## src/rtl/demux_sipo_1to8.sv

```systemverilog
// Serial-to-parallel 1:WIDTH demultiplexer: steers accepted serial bits into
// successive word positions (first bit -> dout[0]) and hands out whole words.
module demux_sipo_1to8 #(
    parameter int unsigned WIDTH = 8,
    localparam int unsigned SEL_W = $clog2(WIDTH)
) (
    input  logic             clk,
    input  logic             rst,
    input  logic             clr,
    input  logic             din,
    input  logic             din_valid,
    output logic             din_ready,
    output logic [WIDTH-1:0] dout,
    output logic             dout_valid,
    input  logic             dout_ready,
    output logic [SEL_W-1:0] sel
);

    localparam logic [SEL_W-1:0] SEL_LAST = SEL_W'(WIDTH - 1);

    typedef enum logic {
        FILL = 1'b0,
        FULL = 1'b1
    } state_t;

    state_t           state, state_n;
    logic [SEL_W-1:0] sel_n;
    logic [WIDTH-1:0] shadow, shadow_n;
    logic [WIDTH-1:0] dout_n;
    logic             dout_valid_n;
    logic             in_acc;
    logic             out_acc;

    // Readiness is the only combinational output: a held word blocks input
    // unless the consumer takes it this same cycle.
    assign din_ready = !rst && (state == FILL || dout_ready);
    assign in_acc    = din_valid && din_ready;
    assign out_acc   = dout_valid && dout_ready;

    // State register and datapath registers
    always_ff @(posedge clk) begin
        if (rst) begin
            state      <= FILL;
            sel        <= '0;
            shadow     <= '0;
            dout       <= '0;
            dout_valid <= 1'b0;
        end else begin
            state      <= state_n;
            sel        <= sel_n;
            shadow     <= shadow_n;
            dout       <= dout_n;
            dout_valid <= dout_valid_n;
        end
    end

    // Next-state and datapath update
    always_comb begin
        state_n      = state;
        sel_n        = sel;
        shadow_n     = shadow;
        dout_n       = dout;
        dout_valid_n = dout_valid;

        unique case (state)
            FILL: begin
                if (clr) begin
                    sel_n    = '0;
                    shadow_n = '0;
                end else if (in_acc) begin
                    shadow_n[sel] = din;
                    if (sel == SEL_LAST) begin
                        dout_n       = {din, shadow[WIDTH-2:0]};
                        dout_valid_n = 1'b1;
                        sel_n        = '0;
                        state_n      = FULL;
                    end else begin
                        sel_n = sel + SEL_W'(1);
                    end
                end
            end
            FULL: begin
                if (out_acc) begin
                    dout_valid_n = 1'b0;
                    state_n      = FILL;
                end
                // An input accept here implies the word leaves this cycle,
                // so the new bit opens the next word at position 0.
                if (clr) begin
                    sel_n    = '0;
                    shadow_n = '0;
                end else if (in_acc) begin
                    shadow_n[0] = din;
                    sel_n       = SEL_W'(1);
                end
            end
            default: begin
                state_n = FILL;
            end
        endcase
    end

endmodule

```

## config.mk

```make
export PLATFORM = sky130hd
export DESIGN_NAME = demux_sipo_1to8
export DESIGN_NICKNAME = d
export VERILOG_FILES = /design/src/rtl/demux_sipo_1to8.sv
export SDC_FILE = /design/constraint.sdc
export NUM_CORES = 1
export LEC_CHECK = 0
export ABC_AREA = 1
export BUFFER_PORTS_ARGS = -buffer_cell sky130_fd_sc_hd__buf_4
export CAP_MARGIN = 20
export CORE_MARGIN = 2
export CORE_UTILIZATION = 52
export DETAILED_ROUTE_END_ITERATION = 10
export PLACE_DENSITY = 0.74
export SETUP_SLACK_MARGIN = 0.2
export SYNTH_ARGS = -nofsm -noshare
export SYNTH_HDL_FRONTEND = slang
export SYNTH_SLANG_ARGS = --single-unit
export TNS_END_PERCENT = 20
```

## constraint.sdc

```tcl
create_clock -name clk -period 1.8 [get_ports clk]
set_clock_uncertainty 0.15 [all_clocks]
set_input_delay 0.09 -clock clk [delete_from_list [all_inputs] [get_ports clk]]
set_output_delay 0.09 -clock clk [all_outputs]
set_load 0.03 [all_outputs]
```

== Word-level counts from Yosys, hierarchy flattened ==
Cells that the tools add are included.
Storage, ports and cells
  flip-flop bits (word level): 21
  input bits: 6
  output and inout bits: 13
  logic and storage cells: 54
Operators by class
  add/subtract/negate cells: 1
  order comparisons: 2
  equal/unequal tests: 8
  multiplexer cells: 25
  bitwise logic cells: 2
  reductions and logical operators: 10
Operator list (number)
  8-bit 2-to-1 mux: 2
  8-bit one-hot mux with 2 select lines: 1
  3-bit 2-to-1 mux: 5
  1-bit 2-to-1 mux: 11
  8-bit bitwise mux: 1
  4-bit AND reduction: 2
  7-bit 2-to-1 mux: 1
  2-bit != test, second input constant: 3
  3-bit one-hot mux with 2 select lines: 1
  1-bit logical AND: 4
  3-bit by 4-bit less-than comparator with 1-bit output, second input constant: 1
  2-bit by 1-bit != test with 1-bit output, second input constant: 2
  1-bit one-hot mux with 2 select lines: 2
  2-bit AND reduction: 2
  3-bit by 1-bit adder with 3-bit output, second input constant: 1
  1-bit demux with 3-bit select: 1
  3-bit == test, second input constant: 1
  3-bit by 1-bit >= comparator with 1-bit output, second input constant: 1
  3-bit by 2-bit != test with 1-bit output, second input constant: 1
  3-bit != test, second input constant: 1
  1-bit inverter: 2
  1-bit logical NOT: 1
  1-bit logical OR: 1

== Longest topological paths before layout ==
Gate-level depths: netlist of run 1.
  depth after elaboration: 8
  mapped depth: 7
  gate-level depth less buffers: 7

== Worst setup path after synthesis of run 1 ==
Ideal clock, no wire load.
  kind: reg2reg
  start: reg sel[1]
  end: reg state
  setup time: 0.070 ns
  arrival: 1.615 ns
  required time: 1.580 ns
  setup slack: -0.035 ns
  stages on the path, launching flop included: 8
  path buffers: 1
  clock period less this slack: 1.835 ns
  path through: dfxtp_1 > ha_1 > ha_1 > buf_2 > inv_1 > nor3_4 > inv_2 > a21oi_1
Between the ends
  cells in the longest elaborated chain, start to end: 5
RTL lines
  start, declared: line 16  | output logic [SEL_W-1:0] sel
  start signal, assigned: line 50  | sel <= sel_n;
  3-bit == test: line 72  | if (sel == SEL_LAST) begin
  1-bit 2-to-1 mux: line 72
  1-bit 2-to-1 mux: line 70  | end else if (in_acc) begin
  1-bit 2-to-1 mux: line 67  | if (clr) begin
  1-bit one-hot mux with 2 select lines: line 65  | unique case (state)
  end signal, assigned: line 49  | state <= state_n;
  end, declared: line 26  | state_t state, state_n;
Every way passes these cells.
A chain may end at the register's enable or synchronous reset.

== Final worst setup path of run 1 ==
  start: in rst
  end: reg shadow[2]
Between the ends
  cells in the longest elaborated chain, start to end: 5
RTL lines
  start, declared: line 8  | input logic rst,
  1-bit logical NOT: line 36  | assign din_ready = !rst && (state == FILL || dout_ready);
  1-bit logical AND: line 36
  1-bit logical AND: line 37  | assign in_acc = din_valid && din_ready;
  3-bit != test (no line)
  2-bit AND reduction (no line)
  end signal, assigned: line 51  | shadow <= shadow_n;
  end, declared: line 28  | logic [WIDTH-1:0] shadow, shadow_n;
Several ways; a longest one is shown, not always the timed one.

==> results.sh, run 1 <==
export IMPL_outcome="complete, no violations"
export IMPL_worstMarginPinSlew_ns=0.3989
export IMPL_syn_avg_cell_area_um2=7.057
export IMPL_port_buffers=18
export IMPL_wl_met3_um=90
export IMPL_top_layer="met4"
export IMPL_critPathMaxFanout=8
export IMPL_netlist_instances=139
export IMPL_htreeDepth=1
export IMPL_power_leakage_uw=0.0005297
export IMPL_required_ns=1.88
export IMPL_grt_use_total=0.2393
export IMPL_wirelength_met1_um=1108
export IMPL_drive_gt1_frac=0.2229
export IMPL_clock_latency_ns=0.31
export IMPL_cts_root_buffer="clkbuf_4"
export IMPL_drt_iter0_drc=28
export IMPL_power_uw=841.5
export IMPL_ys_warn_count=0
export IMPL_grt_pass1_vias=875
export IMPL_first_pass_iters=5
export IMPL_die_h_um=47.43
export IMPL_finalSetupViolCount=0
export IMPL_via_count=966
export IMPL_cts_tree="built"
export IMPL_drcViolationCount=0
export IMPL_synth_edf_count=0
export IMPL_ys_seq_area_frac=0.4082
export IMPL_final_hold_viol_count=0
export IMPL_fin_crit_sh=0.8624
export IMPL_crit_chain="buf_4 -> dlygate4sd3_1 -> inv_1 -> nand4_2 -> nand2_2 -> nand2_1 -> a21oi_1"
export IMPL_synth_area_leaders="dfxtp_1, nand2_1, nor2_1"
export IMPL_start_util=0.5620
export IMPL_core_mm2=0.001745
export IMPL_gp_congestion=0.7656
export IMPL_synth_largest_area_cell="dfxtp_1"
export IMPL_crit_path_end_kind="flop"
export IMPL_fin_crit_ns=1.552
export IMPL_netlist_cell_type_count=19
export IMPL_ir_drop_mv=0.6132
export IMPL_wl_met2_um=1084
export IMPL_dieArea_mm2=0.002250
export IMPL_final_setup_tns_ns=0
export IMPL_wire_per_inst_um=12.09
export IMPL_synth_common_cells="nand2_1, nor2_1, dfxtp_1"
export IMPL_critical_path_slowest_cell="dlygate4sd3_1"
export IMPL_ys_seq_elements=20
export IMPL_rows=15
export IMPL_cp_arrival_ns=1.64
export IMPL_syn_area_um2=980.9
export IMPL_antenna_cells=0
export IMPL_viasPerCell=5.058
export IMPL_slew_violations=0
export IMPL_nets=175
export IMPL_slew_headroom=0.7332
export IMPL_hold_path_class="in2reg"
export IMPL_cts_buffer_depth=2
export IMPL_grt_max_degree=13
export IMPL_postRouteAntennaNets=0
export IMPL_grt_antenna_before_repair=0
export IMPL_synth_top_area_share=0.4082
export IMPL_synth_most_common_cell="nand2_1"
export IMPL_max_stage_delay_ns=0.56
export IMPL_max_cap_viol_count=0
export IMPL_num_fill_cells=155
export IMPL_cts_sinks=20
export IMPL_grt_overflow=0
export IMPL_rsz0062_at_grt="yes"
export IMPL_async_reset_ff_frac=0
export IMPL_whs_ns=0.03123
export IMPL_synth_fp_nets=147
export IMPL_detailed_place_hpwl_um=1653
export IMPL_max_freq_ghz=0.6442
export IMPL_wl_um=2309
export IMPL_criticalPathCategory="in2reg"
export IMPL_die_w_um=47.43
export IMPL_ios=19
export IMPL_cts_buffers=3
export IMPL_clk_pin_slew_ns=0.12
export IMPL_powerDensity_mw_per_mm2=665.9
export IMPL_grt_pass1_wl_um=3801
export IMPL_synth_top_flop_cell="dfxtp_1"
export IMPL_cp_start_kind="input port"
export IMPL_syn_to_final_growth_pct=28.83
==> routing by layer <==
layer  global-route usage  vias to the layer above
met5                    0                        -
met4              0.05000                        0
met3              0.03396                        4
met2               0.4189                       27
met1               0.3131                      435
li1                     -                      500
==> cells by family (layout without fill, tap and decap cells) <==
| logic type | after synthesis | in the layout | synth area share |
|---|---|---|---|
| compound gates | 19 | 19 | 0.1122 |
| fa+ha+maj | 2 | 2 | 0.02551 |
| buf+inv | 15 | 42 | 0.05867 |
| flops | 20 | 20 | 0.4082 |
| simple gates | 83 | 83 | 0.3954 |
==> cells in the final DEF, fill, tap and decap left out, drive strengths merged <==
| cell | n |
|---|---|
| nand2 | 35 |
| nor2 | 28 |
| buf | 22 |
| dfxtp | 20 |
| a21oi | 12 |
| nand3 | 11 |
| inv | 11 |
| nand3b | 7 |
| o21bai | 6 |
| dlygate4sd3 | 4 |
| clkbuf | 4 |
| ha | 2 |
| clkinv | 1 |
| nor3 | 1 |
| nand4 | 1 |
| o21ai | 1 |
==> worst paths after layout <==
kind            from         to  slack (ns)  cells after the start
max              rst  shadow[2]        0.25                      7
min              clr  shadow[0]        0.03                      6
max reg2reg   sel[1]      state        0.29                      7
min reg2reg  dout[4]    dout[4]        0.34                      2
==> per-stage QoR <==
stage | std cells | worst slack [ns] | utilization | cell area (µm²)
after floorplan | 139 | 0.2066 | - | 989.7
after global placement | 181 | 0.3422 | 0.6638 | 1159
after detailed placement | 181 | 0.2268 | 0.6638 | 1159
after CTS | 191 | 0.2477 | 0.7226 | 1261
after global routing | 191 | 0.1523 | 0.7240 | 1264
final | 191 | 0.2476 | 0.7240 | 1264
==> critical path: cells and delay by family <==
family                 cells  cell delay [ns]
AO/OA/AOI/OAI              1             0.15
buffers and inverters      3             0.85
AND/OR/NAND/NOR            3             0.53
==> power breakdown <==
part | leakage (µW) | internal [µW] | switching (µW)
clock network | 0.0000261 | 169 | 146
logic | 0.000340 | 30.0 | 50.6
registers | 0.000163 | 443 | 2.45
total | 0.000530 | 643 | 199
==> layout make-up <==
class                   count  area (µm²)  share of cell area
multi-input cells         104       525.5              0.4158
flip-flops and latches     20       409.1              0.3238
repair buffers             26       205.2              0.1624
clock buffers               4       47.55             0.03762
inverters                  12       45.04             0.03564
well taps                  25       31.28             0.02475
==> registers in the layout, indices dropped and copies added, names as in the netlist <==
signal      count
state           1
dout            8
dout_valid      1
shadow          7
sel             3
==> what timing repair did <==
| action | 4_1_cts | 5_1_grt |
|---|---|---|
| pin swaps | 1 | 0 |
| buffers inserted | 2 | 0 |
| hold buffers | 4 | 0 |
| endpoints found under the setup margin | 1 | 17 |
| hold endpoints to repair | 11 | 0 |
| resized for setup | 0 | 1 |
Power figures use the tool's default switching activity.
==> inputs of run 2 (changes only) <==
Settings changed: CORE_UTILIZATION 52 to 43, CTS_BUF_LIST from default to sky130_fd_sc_hd__clkbuf_4 sky130_fd_sc_hd__clkbuf_8 sky130_fd_sc_hd__clkbuf_16, PLACE_DENSITY 0.74 to 0.63.
==> run 2 against run 1 <==
  * Die area rose by 19%
  * Clock power shrank 2%
  * First-iteration DRC count is 50% lower
  * Count of clock-buffer cells in the layout is the same
  * Global-route usage shrank 6.1 points
  * Flip-flop and latch count unchanged
  * Routed wire length down 3.8%
  * Via count down 0.52%
  * Critical path type unchanged
  * Critical endpoint is now shadow[5]
  * Largest cell class unchanged
  * Highest routed layer unchanged
==> results.sh, run 2 (synthesized netlist as in run 1, its figures left out) <==
export IMPL_rows=17
export IMPL_port_buffers=18
export IMPL_max_cap_viol_count=0
export IMPL_max_freq_ghz=0.6424
export IMPL_clk_pin_slew_ns=0.12
export IMPL_first_pass_iters=4
export IMPL_criticalPathCategory="in2reg"
export IMPL_num_fill_cells=214
export IMPL_clock_latency_ns=0.30
export IMPL_final_cell_mix="nand2_1, nor2_1, buf_4"
export IMPL_wl_um=2221
export IMPL_largest_register="dout"
export IMPL_wire_per_inst_um=11.45
export IMPL_layout_commonest_cell="nand2_1"
export IMPL_nets=175
export IMPL_final_setup_tns_ns=0
export IMPL_antenna_cells=0
export IMPL_drcViolationCount=0
export IMPL_cts_root_buffer="clkbuf_4"
export IMPL_cts_tree="built"
export IMPL_viasPerCell=4.954
export IMPL_slew_violations=0
export IMPL_rsz0062_at_grt="yes"
export IMPL_wirelength_met1_um=1067
export IMPL_die_w_um=51.76
export IMPL_top_regs="dout x8, shadow x7, sel x3"
export IMPL_start_util=0.4477
export IMPL_hold_path_class="in2reg"
export IMPL_worstMarginPinSlew_ns=0.4037
export IMPL_detailed_place_hpwl_um=1600
export IMPL_finalSetupViolCount=0
export IMPL_fin_crit_sh=0.8648
export IMPL_final_cells=194
export IMPL_crit_path_end_kind="flop"
export IMPL_postRouteAntennaNets=0
export IMPL_cts_sinks=20
export IMPL_via_count=961
export IMPL_power_leakage_uw=0.0005384
export IMPL_wl_met3_um=86
export IMPL_ir_drop_mv=0.4100
export IMPL_grt_antenna_before_repair=0
export IMPL_drive_gt1_frac=0.2169
export IMPL_largest_reg_flops=8
export IMPL_cts_buffer_depth=2
export IMPL_cts_buffers=3
export IMPL_die_h_um=51.76
export IMPL_grt_pass1_wl_um=3622
export IMPL_syn_to_final_growth_pct=29.21
export IMPL_grt_max_degree=13
export IMPL_required_ns=1.88
export IMPL_grt_pass1_vias=834
export IMPL_grt_use_total=0.1780
export IMPL_post_place_cells=184
export IMPL_drt_iter0_drc=14
export IMPL_fin_crit_ns=1.557
export IMPL_ios=19
export IMPL_slew_headroom=0.7309
export IMPL_htreeDepth=1
export IMPL_core_mm2=0.002191
export IMPL_final_hold_viol_count=0
export IMPL_top_layer="met4"
export IMPL_critPathMaxFanout=8
export IMPL_outcome="complete, no violations"
export IMPL_cp_arrival_ns=1.63
export IMPL_dieArea_mm2=0.002679
export IMPL_grt_overflow=0
export IMPL_gp_congestion=0.8105
export IMPL_cp_start_kind="input port"
export IMPL_powerDensity_mw_per_mm2=657.2
export IMPL_wl_met2_um=1052
-- run 2: changes by cell type in the layout (fill, tap and decap cells not counted) --
cell and delta:
dlygate4sd3_1 -1, nand2_2 -1, dlymetal6s4s_1 +1, nand2_1 +1
-- run 2: worst paths after layout --
| check | from | endpoint | slack, ns | cells after the start |
|---|---|---|---|---|
| max reg2reg | sel[1] | state | 0.34 | 7 |
| min | clr | shadow[0] | 0.01 | 6 |
| min reg2reg | dout[5] | dout[5] | 0.34 | 2 |
| max | rst | shadow[5] | 0.24 | 7 |
-- run 2: where the power goes --
part	switching [µW]	internal (µW)	total [µW]
sequential	2.68	443	446
clock	138	169	308
combinational	49.7	30.0	79.7
-- run 2: metal layers --
metal	vias to the layer above	global-route usage
met2	15	0.2991
li1	502	-
met5	-	0
met4	0	0.02632
met1	442	0.2393
met3	2	0.03736
-- run 2: timing repair --
action                                  CTS  global route
hold endpoints to repair                 11             0
buffers inserted                          0             2
hold buffers                              4             0
endpoints found under the setup margin    0            18
resized for setup                         0             1
-- run 2: per-stage QoR --
step	util	worst slack [ns]	total power, µW	hold WS [ns]	cell area [µm²]
2_1_floorplan	-	0.2066	500.9	0.009066	989.7
3_3_place_gp	0.5306	0.3134	526.3	0.2081	1162
3_5_place_dp	0.5306	0.2690	527.3	0.2115	1162
4_1_cts	0.5705	0.2172	847.0	0.004127	1250
5_1_grt	0.5785	0.1348	872.1	0.03798	1267
6_report	0.5785	0.2433	833.0	0.01148	1267
-- run 2: worst max-delay path, stage by stage --
cell and delay [ns]:
dlygate4sd3_1 0.54, buf_4 0.14, inv_1 0.12, nand4_2 0.25, nand2_1 0.25, nand2_1 0.08, a21oi_1 0.15
-- run 2: layout make-up --
type,instances,area [µm²],area share
multi-input combinational,104,523.0,0.4126
tap,28,35.03,0.02764
timing repair buffer,26,207.7,0.1639
clock buffer,4,47.55,0.03751
inverter,12,45.04,0.03554
sequential,20,409.1,0.3228
==> inputs of run 3 (changes only) <==
Settings changed: CORE_ASPECT_RATIO from default to 0.7, PLACE_DENSITY 0.63 to 0.65.
Clock period 1.8 ns to 1.32 ns, I/O delays scaled along.
==> run 3 against run 2 <==
  * The flow now finishes with violations (setup timing)
  * Die area rose by 0.23%
  * Utilization increased by 8.6 points
  * Largest power group unchanged
  * Routed wire length grew 21%
  * Global-route usage grew 3.9 points
==> results.sh, run 3 (synthesized netlist as in run 1, its figures left out) <==
export IMPL_hold_path_class="in2reg"
export IMPL_dieArea_mm2=0.002685
export IMPL_critPathMaxFanout=8
export IMPL_clk_pin_slew_ns=0.12
export IMPL_worstMarginPinSlew_ns=0.4384
export IMPL_failed_checks="setup timing"
export IMPL_grt_use_total=0.2174
export IMPL_start_util=0.4553
export IMPL_outcome="finished with violations"
export IMPL_grt_antenna_before_repair=0
export IMPL_largest_reg_flops=8
export IMPL_criticalPathCategory="reg2reg"
export IMPL_crit_family="simple AND/OR/NAND/NOR gates"
export IMPL_rsz0062_at_grt="yes"
export IMPL_htreeDepth=1
export IMPL_worstSetupStartpoint="state"
export IMPL_detailed_place_hpwl_um=1814
export IMPL_max_freq_ghz=0.7414
export IMPL_core_mm2=0.002155
export IMPL_power_uw=1110
export IMPL_ir_drop_mv=0.4995
export IMPL_crit_chain="nand2_4 -> nand3_4 -> nor3_4 -> buf_6 -> nor2_2 -> nor2_1"
export IMPL_syn_to_final_growth_pct=45.92
export IMPL_clock_latency_ns=0.31
export IMPL_fin_crit_ns=1.349
export IMPL_grt_max_degree=12
export IMPL_crit_path_end_kind="flop"
export IMPL_wire_per_inst_um=12.81
export IMPL_reg2reg_to="dout[7]"
export IMPL_worstRegToRegCells=6
export IMPL_layout_commonest_cell="nand2_1"
export IMPL_placed_area_mm2=0.001270
export IMPL_fin_area_mm2=0.001431
export IMPL_crit_end="dout[7]"
export IMPL_wl_um=2677
export IMPL_required_ns=1.43
export IMPL_cts_sinks=20
export IMPL_reg2reg_slack_ns=-0.03
export IMPL_first_pass_iters=4
export IMPL_via_count=1079
export IMPL_final_cell_mix="nand2_1, buf_4, nor2_1"
export IMPL_cts_root_buffer="clkbuf_4"
export IMPL_r2r_start="state"
export IMPL_power_leakage_uw=0.0005965
export IMPL_drive_gt1_frac=0.3390
export IMPL_drt_iter0_drc=62
export IMPL_cts_buffers=3
export IMPL_cp_start_kind="flop"
export IMPL_ios=19
export IMPL_max_cap_viol_count=0
export IMPL_setup_slack_ns=-0.02880
export IMPL_grt_pass1_vias=970
export IMPL_worst_path_stages=6
export IMPL_final_hold_viol_count=0
export IMPL_die_w_um=61.09
export IMPL_path_buf_inv=1
export IMPL_antenna_cells=0
export IMPL_rows=14
export IMPL_cp_arrival_ns=1.46
export IMPL_slew_headroom=0.7067
export IMPL_grt_pass1_wl_um=4222
export IMPL_nets=186
export IMPL_gp_congestion=0.8439
export IMPL_max_stage_delay_ns=0.39
export IMPL_largest_register="dout"
export IMPL_slew_violations=0
export IMPL_top_regs="dout x8, shadow x7, sel x3"
export IMPL_cts_buffer_depth=2
export IMPL_drcViolationCount=0
export IMPL_finalSetupViolCount=9
export IMPL_port_buffers=18
export IMPL_hold_start="clr"
export IMPL_cts_tree="built"
export IMPL_fin_crit_sh=1.022
export IMPL_viasPerCell=5.163
export IMPL_critical_path_slowest_cell="dfxtp_4"
export IMPL_powerDensity_mw_per_mm2=775.4
export IMPL_grt_overflow=0
export IMPL_postRouteAntennaNets=0
export IMPL_die_h_um=43.96
-- run 3: changes by cell type in the layout (fill, tap and decap cells not counted), sizes merged --
cell          change
buf              +10
dlygate4sd3       +1
dlymetal6s4s      -1
nor2              +1
-- run 3: how the worst min path moves through the flow --
stage	endpoint	slack (ns)	cells after the start
floorplan	dout_valid	-0.01	1
global placement	state	0.20	4
detailed placement	state	0.21	4
CTS	shadow[0]	0.01	5
global route	shadow[0]	0.05	5
finish	shadow[0]	0.02	5
-- run 3: worst min-delay path, delay by kind of cell --
kind | cells | cell delay (ns)
AND/OR/NAND/NOR | 3 | 0.22
buffers and inverters | 1 | 0.10
AO/OA/AOI/OAI | 1 | 0.07
-- run 3: routing by layer --
metal	share of wire	track usage	up-vias
met5	0	0	-
li1	-	-	528
met1	0.42	0.2904	484
met2	0.47	0.3447	54
met3	0.093	0.06269	13
met4	0.022	0.05652	0
-- run 3: area by class of cell --
type | instances | area, µm²
well taps | 32 | 40.04
inverters | 12 | 50.05
repair buffers | 36 | 295.3
clock buffers | 4 | 36.28
fillers | 195 | 723.2
multi-input cells | 105 | 594.3
flip-flops and latches | 20 | 415.4
-- run 3: what timing repair did --
item	CTS	global route
pin swaps	10	5
hold buffers	4	1
setup buffers	0	2
gates cloned	0	1
setup endpoints to repair	24	24
endpoints found under the hold margin	12	1
gates resized for setup	12	8
-- run 3: report_power, final --
group / total (µW) / switching (µW) / leakage [µW] / internal, µW
logic: 138 / 82.3 / 0.000411 / 56.0
clock network: 368 / 200 / 0.0000210 / 169
registers: 603 / 3.13 / 0.000165 / 600
-- run 3: metrics by stage --
| step | hold WS (ns) | util | setup slack (ns) | TNS [ns] | instances |
|---|---|---|---|---|---|
| 2_1_floorplan | -0.01493 | - | -0.1944 | -1.662 | 139 |
| 3_3_place_gp | 0.2025 | 0.5894 | -0.02302 | -0.1227 | 198 |
| 6_report | 0.02400 | 0.6643 | -0.02880 | -0.1095 | 209 |
| 5_1_grt | 0.04670 | 0.6643 | -0.1005 | -1.297 | 209 |
| 3_5_place_dp | 0.2094 | 0.5894 | -0.07667 | -0.5085 | 198 |
| 4_1_cts | 0.01487 | 0.6429 | -0.07855 | -0.6623 | 206 |
